===== src/rtl/fetch_prefetch_queue.sv =====
// Instruction-fetch front end: one outstanding ibus request at a time, with
// returned instructions buffered in a DEPTH-entry prefetch FIFO for decode.
package fetch_pkg;
  typedef logic [63:0] addr_t;
  typedef logic [31:0] inst_t;

  typedef struct packed {
    logic  valid;
    addr_t addr;
  } ibus_req_t;

  typedef struct packed {
    logic  addr_ok;
    logic  data_ok;
    inst_t data;
  } ibus_resp_t;
endpackage

module fetch_prefetch_queue
  import fetch_pkg::*;
#(
  parameter int    DEPTH    = 4,
  parameter int    PC_STEP  = 4,
  parameter addr_t RESET_PC = 64'h0000_0000_8000_0000
) (
  input  logic                   clk,
  input  logic                   rst,
  input  ibus_resp_t             iresp,
  output ibus_req_t              ireq,
  input  logic                   redirect,
  input  addr_t                  redirect_pc,
  input  logic                   out_ready,
  output logic                   out_valid,
  output inst_t                  out_inst,
  output addr_t                  out_pc,
  output logic                   awaiting,
  output logic [$clog2(DEPTH):0] count
);
  localparam int AW = $clog2(DEPTH);
  localparam int CW = AW + 1;

  typedef enum logic [1:0] {IDLE, BUSY, STALE} state_t;

  state_t          state_reg, state_next;
  addr_t           fetch_pc_reg;
  addr_t           req_addr_reg;
  logic [AW-1:0]   wr_ptr_reg, rd_ptr_reg;
  logic [CW-1:0]   count_reg;
  inst_t           inst_mem [DEPTH];
  addr_t           pc_mem   [DEPTH];

  logic            complete;
  logic            pop;
  logic            push;
  logic            issue;
  logic [CW-1:0]   count_after_pop;

  assign complete        = iresp.addr_ok & iresp.data_ok;
  assign pop             = out_valid & out_ready & ~redirect;
  assign push            = (state_reg == BUSY) & complete & ~redirect;
  assign count_after_pop = count_reg - CW'(pop);
  // Issuing only with a free slot reserves room for the eventual push.
  assign issue           = (state_reg == IDLE) & ~redirect & (count_after_pop < CW'(DEPTH));

  always_ff @(posedge clk or negedge rst) begin
    if (!rst) begin
      state_reg <= IDLE;
    end else begin
      state_reg <= state_next;
    end
  end

  always_comb begin
    state_next = state_reg;
    case (state_reg)
      IDLE: begin
        if (issue) state_next = BUSY;
      end
      BUSY: begin
        if (complete)      state_next = IDLE;
        else if (redirect) state_next = STALE;
      end
      STALE: begin
        if (complete) state_next = IDLE;
      end
      default: state_next = IDLE;
    endcase
  end

  always_comb begin
    ireq.valid = (state_reg != IDLE);
    ireq.addr  = req_addr_reg;
    awaiting   = (state_reg != IDLE);
    out_valid  = (count_reg != '0);
    out_inst   = inst_mem[rd_ptr_reg];
    out_pc     = pc_mem[rd_ptr_reg];
    count      = count_reg;
  end

  always_ff @(posedge clk or negedge rst) begin
    if (!rst) begin
      fetch_pc_reg <= RESET_PC;
      req_addr_reg <= RESET_PC;
      wr_ptr_reg   <= '0;
      rd_ptr_reg   <= '0;
      count_reg    <= '0;
      for (int i = 0; i < DEPTH; i++) begin
        inst_mem[i] <= '0;
        pc_mem[i]   <= RESET_PC;
      end
    end else begin
      if (issue) req_addr_reg <= fetch_pc_reg;

      if (redirect)  fetch_pc_reg <= redirect_pc;
      else if (push) fetch_pc_reg <= fetch_pc_reg + addr_t'(PC_STEP);

      if (push) begin
        inst_mem[wr_ptr_reg] <= iresp.data;
        pc_mem[wr_ptr_reg]   <= req_addr_reg;
      end

      // A redirect flushes the queue and wins over any push or pop.
      if (redirect) begin
        wr_ptr_reg <= '0;
        rd_ptr_reg <= '0;
        count_reg  <= '0;
      end else begin
        if (push) wr_ptr_reg <= wr_ptr_reg + AW'(1);
        if (pop)  rd_ptr_reg <= rd_ptr_reg + AW'(1);
        count_reg <= count_reg + CW'(push) - CW'(pop);
      end
    end
  end
endmodule


===== config.mk =====
export PLATFORM = sky130hd
export DESIGN_NAME = fetch_prefetch_queue
export DESIGN_NICKNAME = d
export VERILOG_FILES = /design/src/rtl/fetch_prefetch_queue.sv
export SDC_FILE = /design/constraint.sdc
export NUM_CORES = 1
export LEC_CHECK = 0
export CAP_MARGIN = 30
export CORE_MARGIN = 2
export CORE_UTILIZATION = 25
export DETAILED_ROUTE_END_ITERATION = 8
export DONT_BUFFER_PORTS = 1
export SKIP_CTS_REPAIR_TIMING = 1
export SLEW_MARGIN = 20
export SYNTH_ARGS = -nofsm -noshare
export SYNTH_HDL_FRONTEND = slang
export SYNTH_SLANG_ARGS = --single-unit

===== constraint.sdc =====
create_clock -name clk -period 3.2 [get_ports clk]
set_clock_uncertainty 0.15 [all_clocks]
set_input_delay 0.32 -clock clk [delete_from_list [all_inputs] [get_ports clk]]
set_output_delay 0.32 -clock clk [all_outputs]
set_load 0.01 [all_outputs]

==> impl_metrics.py <==
metrics = {
    "outcome": {
        "status": "finished, final reports clean",
    },
    "drt": {
        "drtIter0Drc": 885,
        "dr_total_vias": 13800,
        "first_pass_iters": 5,
        "finalWirelength_mm": 61.72,
        "drcViolationCount": 0,
        "via_per_inst": 4.642,
        "wire_per_inst_microns": 20.76,
        "final_antenna_net_count": 0,
    },
    "critical_path": {
        "rr_startpoint": "state_reg[1]$_DFFE_PN0P_",
        "critical_path.startpoint_type": "flop",
        "crit_arrival_ns": 3.39,
        "crit_start": "state_reg[1]$_DFFE_PN0P_",
        "required_ns": 3.63,
        "crit_fanout": 9,
        "worstSetupEndpointType": "flop",
        "critPathKind": "flop to flop",
    },
    "logic_synthesis": {
        "synthArstFlopShare_pct": 100.0,
        "yosysTopAreaCell": "dfrtp_1",
        "yosys.cell_types.count": 42,
        "synth_top_area_share_pct": 55.62,
        "synth_area_per_cell_sq_um": 14.66,
        "synthAdderAreaFrac_pct": 0.4644,
        "ys_seq_area_share_pct": 56.30,
        "synth_flop_cell": "dfrtp_1",
        "yosys.area_share.simple_pct": 5.978,
        "synth_cells": 1581,
        "syn_nets": 1691,
        "synth_top_family_by_area": "multiplexers",
        "synth-seq-cells": 521,
        "synthXorXnorAreaFrac_pct": 1.588,
        "synth_compound_area_share_pct": 2.003,
        "netlist_area_sq_um": 23170,
        "synthTopCellsByCount": "515 x dfrtp_1, 451 x mux2_2, 96 x mux4_2",
        "yosys_warnings": 0,
        "synth_mux_area_share_pct": 31.64,
        "synth.area.top_cells": "dfrtp_1 56%, mux2_2 22%, mux4_2 9.3%, clkbuf_1 1.3%, nand2_1 1.3%",
        "synth_edf_count": 0,
        "yosysMostFrequentCell": "dfrtp_1",
    },
    "grt": {
        "antenna_found_initial": 12,
        "grt_max_degree": 522,
        "track_usage_pct": 12.79,
        "grt_overflow": 0,
        "grt_pass1_vias": 14290,
        "grt_pass1_wl_mm": 92.37,
    },
    "finish": {
        "largest_register_ff_count": 256,
        "largest_registers": "pc_mem x256, inst_mem x128",
        "top_register": "pc_mem",
        "n_fill_cell": 9045,
        "layout-drive-gt1-share_pct": 40.45,
        "fin_area_sq_um": 27980,
        "area_growth_pct": 20.77,
        "nets": 1781,
    },
    "die": {
        "num_rows": 111,
        "die_area_sq_um": 95130,
        "die_x_microns": 308.4,
        "ios": 268,
        "core-area_sq_um": 91800,
        "floorplan.initialDensity_pct": 25.24,
        "dieHeight_microns": 308.4,
    },
    "hold_path": {
        "hp-start": "redirect",
        "min_path_type": "input pin to flop",
    },
    "flow_run": {
        "max_cap_violations": 0,
    },
    "clock_network": {
        "path_clk_slew_ns": 0.06,
        "cts.sinks": 521,
        "cts_tree": "done",
        "clock_path_buffers": 3,
        "h-tree-depth": 2,
        "numCtsBuffers": 61,
        "clk_latency_ns": 0.64,
        "clk_root_buffer_cell": "clkbuf_16",
    },
    "power_and_ir_drop": {
        "p_seq_share_pct": 45.1,
        "p_sw_mw": 6.789,
        "combPwrFrac_pct": 22.0,
        "p_sw_share_pct": 31.70,
        "power_density_nw_per_um2": 765.4,
        "p_int_mw": 14.63,
        "power.share.clock_pct": 32.9,
        "total_power_mw": 21.42,
        "vdd_ir_drop_max_v": 0.0005139,
        "cellLeakagePower_nw": 11.96,
    },
    "timing": {
        "period_share_pct": 92.64,
        "finalSetupViolCount": 0,
        "tightest_slew_ns": 0.7581,
        "setup_tns_ns": 0,
        "hold_slack_ns": 0.03469,
        "final_hold_viol_count": 0,
        "min_period_ns": 2.965,
        "rsz0062_at_grt": "no",
        "fmax_ghz": 0.3373,
        "maxSlewViolCount": 0,
        "slew_headroom_pct": 49.46,
    },
    "placed_design": {
        "post_dp_cell_area_sq_um": 24740,
        "io_buffers": 0,
        "hpwlAfterDp_mm": 39.92,
        "routabilityCongestion": 0.7873,
    },
}
==> logic make-up (layout without fill, tap and decap cells) <==
kind of cell    count (synthesis)  after routing
mux                           556            556
flops                         521            521
simple gates                  260            260
other cells                     0              7
compound gates                 74             74
fa+ha+maj                       8              8
xor+xnor                       42             42
buf+inv                       120            262
==> path summary, 6_finish.rpt <==
check	to	cells after the start	slack, ns
worst max-delay path	fetch_pc_reg[55]$_DFFE_PN0N_	5	0.24
worst min-delay path	count[1]$_DFF_PN0_	4	0.03
worst max register to register	fetch_pc_reg[55]$_DFFE_PN0N_	5	0.24
worst min register to register	inst_mem[38]$_DFFE_PN0P_	1	0.35
max in group asynchronous	pc_mem[141]$_DFFE_PN0P_	4	0.94
min in group asynchronous	pc_mem[75]$_DFFE_PN0P_	2	0.18
==> layout by cell type, fill, tap and decap left out, drive strengths merged, types with 7 or more instances in the layout <==
| cell type | synthesis | layout |
|---|---|---|
| clkbuf | 82 | 86 |
| nand3 | 24 | 24 |
| a22oi | 8 | 8 |
| o21ai | 43 | 43 |
| nand4 | 23 | 23 |
| mux2i | 9 | 9 |
| o31a | 8 | 8 |
| inv | 15 | 21 |
| and2 | 7 | 7 |
| a221o | 7 | 7 |
| diode | 0 | 7 |
| mux4 | 96 | 96 |
| nand2 | 79 | 79 |
| ha | 7 | 7 |
| dfrtp | 515 | 515 |
| xnor2 | 33 | 33 |
| nor2b | 13 | 13 |
| clkinv | 0 | 16 |
| nor2 | 21 | 21 |
| nand2b | 7 | 7 |
| nor4 | 18 | 18 |
| xor2 | 9 | 9 |
| dlygate4sd3 | 0 | 103 |
| and3 | 8 | 8 |
| mux2 | 451 | 451 |
| or4 | 16 | 16 |
| buf | 23 | 29 |
| nor3 | 23 | 23 |
==> layer usage <==
layer  track usage [%]  routed length, microns
met2             20.14                   28820
met4             4.141                    1427
met3             4.892                    4246
met1             16.12                   27150
met5                 0                      81
==> layout make-up <==
| type | instances | area (sq um) | area share [%] |
|---|---|---|---|
| diodes | 7 | 17.52 | 0.06260 |
| clock buffers | 86 | 1752 | 6.260 |
| clock inverters | 29 | 304.0 | 1.087 |
| inverters | 15 | 56.30 | 0.2012 |
| multi-input cells | 940 | 9672 | 34.56 |
| flip-flops and latches | 521 | 13050 | 46.64 |
| well taps | 1243 | 1555 | 5.558 |
| repair buffers | 132 | 1574 | 5.625 |
==> metrics by stage <==
step | utilization [%] | cells | setup slack (ns)
after global placement | 26.95 | 2743 | 0.3422
after CTS | 29.19 | 2858 | 0.2697
after floorplan | - | 1581 | 0.5453
after detailed placement | 26.95 | 2743 | 0.2993
final | 30.48 | 2973 | 0.2355
after global routing | 30.48 | 2971 | 0.1478
==> worst max-delay path: stages, from the launching register on <==
cell      delay (ns)
dfrtp_1         0.44
nand4b_1        0.44
or4_1           0.69
or4_4           0.58
or4_1           0.51
nand3_1         0.08
==> power by group through the flow <==
| stage | registers (mW) | clock network (mW) | logic, mW |
|---|---|---|---|
| final | 9.65 | 7.05 | 4.71 |
| after global routing | 9.89 | 7.56 | 5.09 |
| after CTS | 9.68 | 7.29 | 4.50 |
| after detailed placement | 9.80 | 0 | 4.48 |
| after global placement | 9.64 | 0 | 4.41 |
| after floorplan | 9.01 | 0 | 3.67 |
Note: power is estimated with default switching activity, not from simulation.
